File: src/rtl/stage_seq_pkg.sv
// Shared types and constants for the stage sequencer.
package stage_seq_pkg;

  typedef enum logic [1:0] {
    MODE_IDLE = 2'd0,
    MODE_LOAD = 2'd1,
    MODE_RUN  = 2'd2,
    MODE_HALT = 2'd3
  } mode_t;

  localparam logic [7:0] START_BYTE_DEF = 8'hAA;

  localparam int NUM_STAGES_DEF = 5;
  localparam int LAT_W_DEF      = 3;
  localparam int LED_W_DEF      = 8;

  // Stage indices of the 5-stage core.
  localparam int STG_FETCH    = 0;
  localparam int STG_DECODE   = 1;
  localparam int STG_EXECUTE  = 2;
  localparam int STG_MEMORY   = 3;
  localparam int STG_WRITEREG = 4;

endpackage

File: src/rtl/stage_sequencer_if.sv
// Bundle of boot, stage-handshake and status signals of the stage sequencer.
// With STAGE_SEQ_PERF_EN defined it also carries the performance counters.
interface stage_sequencer_if
  import stage_seq_pkg::*;
#(
  parameter int NUM_STAGES = NUM_STAGES_DEF,
  parameter int LAT_W      = LAT_W_DEF,
  parameter int LED_W      = LED_W_DEF
);
  localparam int IDX_W = $clog2(NUM_STAGES);

  logic                        rx_valid;
  logic [7:0]                  rx_data;
  logic                        load_done;
  logic [NUM_STAGES*LAT_W-1:0] stage_lat;
  logic [NUM_STAGES-1:0]       stage_ready;
  logic                        halt_req;

  mode_t                       mode;
  logic [IDX_W-1:0]            stage_idx;
  logic [NUM_STAGES-1:0]       stage_oh;
  logic [NUM_STAGES-1:0]       stage_latch;
  logic                        retire;
  logic [LED_W-1:0]            led;
`ifdef STAGE_SEQ_PERF_EN
  logic [31:0]                 retired_cnt;
  logic [31:0]                 stall_cnt;
`endif

  // Environment side: core top / loader / UART.
  modport master (
    output rx_valid, rx_data, load_done, stage_lat, stage_ready, halt_req,
`ifdef STAGE_SEQ_PERF_EN
    input  retired_cnt, stall_cnt,
`endif
    input  mode, stage_idx, stage_oh, stage_latch, retire, led
  );

  // Sequencer side.
  modport slave (
    input  rx_valid, rx_data, load_done, stage_lat, stage_ready, halt_req,
`ifdef STAGE_SEQ_PERF_EN
    output retired_cnt, stall_cnt,
`endif
    output mode, stage_idx, stage_oh, stage_latch, retire, led
  );

endinterface

File: src/rtl/stage_timer.sv
// Per-stage latency timer: counts cycles spent in the current stage, compares
// against that stage's minimum latency and gates with its ready to form advance.
// With STAGE_SEQ_PERF_EN defined it also reports stall cycles.
module stage_timer
  import stage_seq_pkg::*;
#(
  parameter int NUM_STAGES = NUM_STAGES_DEF,
  parameter int LAT_W      = LAT_W_DEF,
  parameter int IDX_W      = $clog2(NUM_STAGES)
) (
  input  logic                        clk,
  input  logic                        rst,
  input  logic                        run_i,
  input  logic [IDX_W-1:0]            stage_idx_i,
  input  logic [NUM_STAGES*LAT_W-1:0] stage_lat_i,
  input  logic [NUM_STAGES-1:0]       stage_ready_i,
`ifdef STAGE_SEQ_PERF_EN
  output logic                        stall_o,
`endif
  output logic                        advance_o
);

  logic [LAT_W-1:0] lat_cnt_q, lat_cnt_d;
  logic [LAT_W-1:0] lat_sel;
  logic             ready_sel;
  logic             lat_met;

  assign lat_sel   = stage_lat_i[int'(stage_idx_i) * LAT_W +: LAT_W];
  assign ready_sel = stage_ready_i[stage_idx_i];
  assign lat_met   = (lat_cnt_q >= lat_sel);

  // A reset cycle never produces an advance, so no strobe escapes during rst.
  assign advance_o = run_i && !rst && lat_met && ready_sel;
`ifdef STAGE_SEQ_PERF_EN
  assign stall_o   = run_i && lat_met && !ready_sel;
`endif

  // Next count: cleared outside RUN and on advance, otherwise saturating increment.
  always_comb begin
    // NOTE: every always_comb output gets a default first so no path infers a latch.
    lat_cnt_d = lat_cnt_q;
    if (!run_i || advance_o) begin
      lat_cnt_d = '0;
    end else if (lat_cnt_q != '1) begin
      lat_cnt_d = lat_cnt_q + 1'b1;
    end
  end

  // Latency counter register with synchronous reset.
  always_ff @(posedge clk) begin
    // NOTE: sequential state uses non-blocking assignments so all flops sample pre-edge values.
    if (rst) begin
      lat_cnt_q <= '0;
    end else begin
      lat_cnt_q <= lat_cnt_d;
    end
  end

endmodule

File: src/rtl/stage_sequencer.sv
// Multi-cycle pipeline sequencer: boot gate (UART start byte, program load),
// then steps through NUM_STAGES stages with per-stage minimum latency and ready
// handshake, emitting latch strobes and a retire pulse; supports halt/reload.
// Optional feature macro: STAGE_SEQ_PERF_EN adds retired_cnt / stall_cnt.
module stage_sequencer
  import stage_seq_pkg::*;
#(
  parameter int         NUM_STAGES = NUM_STAGES_DEF,
  parameter int         LAT_W      = LAT_W_DEF,
  parameter logic [7:0] START_BYTE = START_BYTE_DEF,
  parameter int         LED_W      = LED_W_DEF
) (
  input  logic             clk,
  input  logic             rst,
  stage_sequencer_if.slave bus
);

  localparam int               IDX_W    = $clog2(NUM_STAGES);
  localparam logic [IDX_W-1:0] LAST_IDX = IDX_W'(NUM_STAGES - 1);

  mode_t                 mode_q, mode_d;
  logic [IDX_W-1:0]      stage_idx_q, stage_idx_d;
  logic                  halt_pend_q, halt_pend_d;
  logic [NUM_STAGES-1:0] stage_oh_q, stage_oh_d;
  logic [LED_W-1:0]      led_q, led_d;

  logic run;
  logic start_hit;
  logic last_stage;
  logic advance;
  logic retire;

  assign run        = (mode_q == MODE_RUN);
  assign start_hit  = bus.rx_valid && (bus.rx_data == START_BYTE);
  assign last_stage = (stage_idx_q == LAST_IDX);

`ifdef STAGE_SEQ_PERF_EN
  logic stall;
`endif

  stage_timer #(
    .NUM_STAGES (NUM_STAGES),
    .LAT_W      (LAT_W),
    .IDX_W      (IDX_W)
  ) u_timer (
    .clk           (clk),
    .rst           (rst),
    .run_i         (run),
    .stage_idx_i   (stage_idx_q),
    .stage_lat_i   (bus.stage_lat),
    .stage_ready_i (bus.stage_ready),
`ifdef STAGE_SEQ_PERF_EN
    .stall_o       (stall),
`endif
    .advance_o     (advance)
  );

  // Strobes are combinational so consumers capture on the advancing edge itself.
  assign retire          = advance && last_stage;
  assign bus.stage_latch = advance ? (NUM_STAGES'(1) << stage_idx_q) : '0;
  assign bus.retire      = retire;

  // Mode / stage sequencing; registered outputs derived from the next state.
  always_comb begin
    mode_d      = mode_q;
    stage_idx_d = stage_idx_q;
    halt_pend_d = halt_pend_q;
    unique case (mode_q)
      MODE_IDLE: begin
        // load_done is deliberately not looked at here.
        if (start_hit) mode_d = MODE_LOAD;
      end
      MODE_LOAD: begin
        if (bus.load_done) begin
          mode_d      = MODE_RUN;
          stage_idx_d = '0;
        end
      end
      MODE_RUN: begin
        if (bus.halt_req) halt_pend_d = 1'b1;
        if (advance) begin
          if (last_stage) begin
            stage_idx_d = '0;
            // Halt only takes effect at an instruction boundary.
            if (halt_pend_q || bus.halt_req) begin
              mode_d      = MODE_HALT;
              halt_pend_d = 1'b0;
            end
          end else begin
            stage_idx_d = stage_idx_q + 1'b1;
          end
        end
      end
      MODE_HALT: begin
        if (start_hit) begin
          mode_d      = MODE_LOAD;
          halt_pend_d = 1'b0;
        end
      end
      default: mode_d = MODE_IDLE;
    endcase

    stage_oh_d = (mode_d == MODE_RUN) ? (NUM_STAGES'(1) << stage_idx_d) : '0;
    led_d      = LED_W'({mode_d, stage_idx_d});
  end

  // Sequencer state and registered status outputs.
  always_ff @(posedge clk) begin
    if (rst) begin
      mode_q      <= MODE_IDLE;
      stage_idx_q <= '0;
      halt_pend_q <= 1'b0;
      stage_oh_q  <= '0;
      led_q       <= '0;
    end else begin
      mode_q      <= mode_d;
      stage_idx_q <= stage_idx_d;
      halt_pend_q <= halt_pend_d;
      stage_oh_q  <= stage_oh_d;
      led_q       <= led_d;
    end
  end

  assign bus.mode      = mode_q;
  assign bus.stage_idx = stage_idx_q;
  assign bus.stage_oh  = stage_oh_q;
  assign bus.led       = led_q;

`ifdef STAGE_SEQ_PERF_EN
  logic [31:0] retired_cnt_q, retired_cnt_d;
  logic [31:0] stall_cnt_q, stall_cnt_d;
  logic        load_entry;

  assign load_entry = (mode_d == MODE_LOAD) && (mode_q != MODE_LOAD);

  // Performance counters: cleared on each program (re)load, wrap at 2^32.
  always_comb begin
    retired_cnt_d = retired_cnt_q;
    stall_cnt_d   = stall_cnt_q;
    if (load_entry) begin
      retired_cnt_d = '0;
      stall_cnt_d   = '0;
    end else begin
      if (retire) retired_cnt_d = retired_cnt_q + 32'd1;
      if (stall)  stall_cnt_d   = stall_cnt_q + 32'd1;
    end
  end

  // Performance counter registers.
  always_ff @(posedge clk) begin
    if (rst) begin
      retired_cnt_q <= '0;
      stall_cnt_q   <= '0;
    end else begin
      retired_cnt_q <= retired_cnt_d;
      stall_cnt_q   <= stall_cnt_d;
    end
  end

  assign bus.retired_cnt = retired_cnt_q;
  assign bus.stall_cnt   = stall_cnt_q;
`endif

endmodule
File: src/flat_wrapper.sv
// flat-port wrapper written by rule: the top's interface ports become plain ports
module stage_sequencer_flat import stage_seq_pkg::*;
#(
  parameter int         NUM_STAGES = NUM_STAGES_DEF,
  parameter int         LAT_W      = LAT_W_DEF,
  parameter logic [7:0] START_BYTE = START_BYTE_DEF,
  parameter int         LED_W      = LED_W_DEF
)
  (clk, rst, bus_rx_valid, bus_rx_data, bus_load_done, bus_stage_lat, bus_stage_ready, bus_halt_req, bus_mode, bus_stage_idx, bus_stage_oh, bus_stage_latch, bus_retire, bus_led);
  stage_sequencer_if #(.NUM_STAGES(NUM_STAGES), .LAT_W(LAT_W), .LED_W(LED_W)) bus_i ();
  input  logic clk;
  input  logic rst;
  input wire logic [$bits(bus_i.rx_valid)-1:0] bus_rx_valid;
  input wire logic [$bits(bus_i.rx_data)-1:0] bus_rx_data;
  input wire logic [$bits(bus_i.load_done)-1:0] bus_load_done;
  input wire logic [$bits(bus_i.stage_lat)-1:0] bus_stage_lat;
  input wire logic [$bits(bus_i.stage_ready)-1:0] bus_stage_ready;
  input wire logic [$bits(bus_i.halt_req)-1:0] bus_halt_req;
  output wire logic [$bits(bus_i.mode)-1:0] bus_mode;
  output wire logic [$bits(bus_i.stage_idx)-1:0] bus_stage_idx;
  output wire logic [$bits(bus_i.stage_oh)-1:0] bus_stage_oh;
  output wire logic [$bits(bus_i.stage_latch)-1:0] bus_stage_latch;
  output wire logic [$bits(bus_i.retire)-1:0] bus_retire;
  output wire logic [$bits(bus_i.led)-1:0] bus_led;
  assign bus_i.rx_valid = bus_rx_valid;
  assign bus_i.rx_data = bus_rx_data;
  assign bus_i.load_done = bus_load_done;
  assign bus_i.stage_lat = bus_stage_lat;
  assign bus_i.stage_ready = bus_stage_ready;
  assign bus_i.halt_req = bus_halt_req;
  assign bus_mode = bus_i.mode;
  assign bus_stage_idx = bus_i.stage_idx;
  assign bus_stage_oh = bus_i.stage_oh;
  assign bus_stage_latch = bus_i.stage_latch;
  assign bus_retire = bus_i.retire;
  assign bus_led = bus_i.led;
  stage_sequencer #(.NUM_STAGES(NUM_STAGES), .LAT_W(LAT_W), .START_BYTE(START_BYTE), .LED_W(LED_W)) u_core (.clk(clk), .rst(rst), .bus(bus_i));
endmodule
File: config.mk
export PLATFORM = sky130hd
export DESIGN_NAME = stage_sequencer_flat
export DESIGN_NICKNAME = d
export VERILOG_FILES = /design/src/rtl/stage_seq_pkg.sv /design/src/rtl/stage_sequencer_if.sv /design/src/rtl/stage_timer.sv /design/src/rtl/stage_sequencer.sv /design/src/flat_wrapper.sv
export SDC_FILE = /design/constraint.sdc
export NUM_CORES = 1
export LEC_CHECK = 0
export ABC_AREA = 1
export CORE_MARGIN = 3
export CORE_UTILIZATION = 65
export DETAILED_ROUTE_END_ITERATION = 7
export DONT_BUFFER_PORTS = 1
export PLACE_DENSITY = 0.92
export SETUP_SLACK_MARGIN = 0.3
export SYNTH_ARGS = -nofsm -noshare
export SYNTH_HDL_FRONTEND = slang
export SYNTH_SLANG_ARGS = --single-unit
File: constraint.sdc
create_clock -name clk -period 3.5 [get_ports clk]
set_clock_uncertainty 0.15 [all_clocks]
set_input_delay 0.35 -clock clk [delete_from_list [all_inputs] [get_ports clk]]
set_output_delay 0.35 -clock clk [all_outputs]
set_load 0.02 [all_outputs]
==> flow_summary.ini <==
[yosys]
yosysWarnings = 0
syn_inst = 170
yosys_register_bits = 14
synth.area.top_cells = dfxtp_1 (24%), ha_1 (14%), nand2_1 (11%)
synth.cell_area_um2 = 1170
syn_avg_cell_area_um2 = 6.87
synth-seq-area-share_pct = 24.0
yosysTopAreaCellShare_pct = 24.0
post-synth-top-area-cell = dfxtp_1
ys_types = 29

[clock_tree]
htreeDepth = 1
cts_root_buffer = clkbuf_4
path_clk_slew_ps = 80
cts_max_path_buffers = 2
clkLatencyLatePin_ps = 280
cts_buffers = 3
post-cts-setup-buffers = 0
cts_sinks = 14
cts_tree = done

[sta]
timing.setup.tns_ps = 0
hold_viol_final = 0
holdWs_ps = 48.7
slew_violations = 0
finalCritPeriodShare_pct = 85.8
setup_violations = 0
max_slew.worst_pin.slew_ps = 609
relSlewSlack_pct = 59.4
period_minus_slack_ps = 3000
rsz0062_at_grt = false
max_freq_mhz = 333

[drt]
antenna_left = 0
routed_via_density = 5.64
drtIter0Drc = 13
vias = 1106
drtPass1Iterations = 4
drc_errors = 0
wl_per_cell_um = 13.2
wl_um = 2590

[setup_path]
crit_required_ps = 3000
critPathMaxStageDelay_ps = 310
crit_fanout = 10
cp_num_buf_inv = 3
arrival_ps = 2500
worstSetupStartpointType = flop
cp-end-kind = primary output
cpMaxStageDelayCell = dfxtp_1
r2r_cells = 16
worstSetupPathType = flop to primary output
reg2reg_slack_ps = 730
r2r-start = u_core.bus.led[1]
timing.rr.end = u_core.bus.stage_oh[1]
worstPathCellList = buf_4 -> inv_1 -> a21oi_1 -> o21ai_0 -> a32o_1 -> ha_1 -> nand3_1 -> nand3_1 -> nand3_4 -> nor3b_1 -> buf_4
cp_top_family = simple AND/OR/NAND/NOR gates

[floorplanning]
die_area_um2 = 2340
core_area_um2 = 1590
die_h_um = 48.4
rows = 14
io_pins = 57
start_util_pct = 73.2
fp.dieW_um = 48.4

[power_and_ir_drop]
p_clk_share_pct = 35.8
swShare_pct = 25.8
p_leak_nw = 0.581
p_int_mw = 0.240
power.share.combinational_pct = 11.9
power.density_nw_per_um2 = 268
vdd_drop_max_mv = 0.255
p_seq_share_pct = 52.3
p_sw_mw = 0.0838

[min_path]
hold_depth = 1
whs_endpoint = u_core.bus.led[4]
hp-class = input pin to flop
hp-start = rst

[global_routing]
grt_pass1_vias = 1004
grt.total_usage_pct = 21.8
grt_start_max_net_pins = 13
grt_first_pass_wirelength_um = 4130
antenna_found_initial = 0
overflow = 0

[finish]
fin_area_um2 = 1210
drive_above_1_share_pct = 15.7
mostFrequentLayoutCells = nand2_1 (33), inv_1 (22), nor2_1 (18), ha_1 (13), dfxtp_1 (13)
utilization_pct = 76.0
fillers = 132
syn_to_final_growth_pct = 3.75
nets = 219
final_common_cell = nand2_1
n_antenna_cell = 0

[place]
dp_hpwl_um = 2050
place_congestion = 0.815
placed_cell_area_um2 = 1160
io_buffers = 0

[job]
cap_violations = 0

[outcome]
status = complete, no violations
## through the flow
stage | worst slack [ps] | power [mW] | instances
global route | 339 | 0.339 | 196
global placement | 684 | 0.208 | 191
floorplan | 704 | 0.208 | 172
detailed placement | 533 | 0.210 | 191
finish | 498 | 0.324 | 196
CTS | 330 | 0.326 | 196
## power groups by stage
stage	Combinational, mW	Clock [mW]	Sequential [mW]
6_report	0.0387	0.116	0.169
5_1_grt	0.0433	0.126	0.170
4_1_cts	0.0384	0.118	0.169
3_5_place_dp	0.0367	0	0.173
3_3_place_gp	0.0346	0	0.173
2_1_floorplan	0.0364	0	0.171
## sequential cells by signal, summed over array words and instances (netlist names)
register	cells
u_core.bus.led	5
u_core.bus.stage_oh	5
u_core.u_timer.lat_cnt_q	3
u_core.halt_pend_q	1
## timing repair
action / 4_1_cts / 5_1_grt
endpoints found under the hold margin: 4 / 0
hold buffers: 1 / 0
setup endpoints to repair: 0 / 8
gates resized for setup: 0 / 1
## worst register-to-register path: stages (launching register included)
cell      delay, ps
dfxtp_1         310
buf_4           220
inv_1           180
a21oi_1         130
o21ai_0          90
a32o_1          230
inv_1            50
ha_1            230
nand3_1          90
nand3_1         160
nand3_4         190
nand2_1          80
nand3_1          80
nand2_1          90
a21boi_2        220
nand3_2         110
nor2_1          100
## worst max path at each step
stage / to / cells past startpoint / slack (ps) / from
after floorplan: bus_stage_latch[4] / 10 / 700 / u_core.bus.led[1]
after global placement: u_core.bus.stage_oh[2] / 14 / 680 / u_core.bus.led[0]
after detailed placement: u_core.bus.stage_oh[1] / 14 / 530 / u_core.bus.led[0]
after CTS: bus_stage_latch[3] / 9 / 330 / u_core.bus.led[0]
after global routing: bus_stage_latch[3] / 11 / 340 / u_core.bus.led[1]
final: bus_stage_latch[2] / 11 / 500 / u_core.bus.led[1]
## cells by family (layout without fill, tap and decap cells)
logic type | after synthesis | in the layout | synth area share [%]
other cells | 1 | 3 | 0.321
compound gates | 25 | 25 | 13.4
fa+ha+maj | 13 | 13 | 13.9
flops | 14 | 14 | 24.0
simple gates | 81 | 81 | 33.2
buf+inv | 36 | 36 | 15.1
## routing by layer
layer  share of wire (%)  GRT usage, %
met5                   0             0
met4                 2.6          12.8
met3                  11          8.28
met2                  46          36.5
met1                  41          23.3
## area by class of cell
class | instances | area (um^2) | area share (%)
clock buffers | 4 | 36.3 | 3.00
inverters | 26 | 97.6 | 8.06
multi-input cells | 122 | 718 | 59.3
flip-flops and latches | 14 | 282 | 23.2
well taps | 24 | 30.0 | 2.48
repair buffers | 6 | 47.5 | 3.93
## synthesized netlist by cell type (all sizes together)
cell,instances
nand2,38
o21ai,9
a32o,2
ha,13
nand4,3
inv,26
a21oi,10
a22oi,1
o22ai,1
dfxtp,14
a21boi,1
or2,2
buf,10
nor2,19
nand3b,1
conb,1
a221oi,1
nor3b,1
nor3,1
nand3,16
No activity file was read; power rests on OpenSTA's default activity.
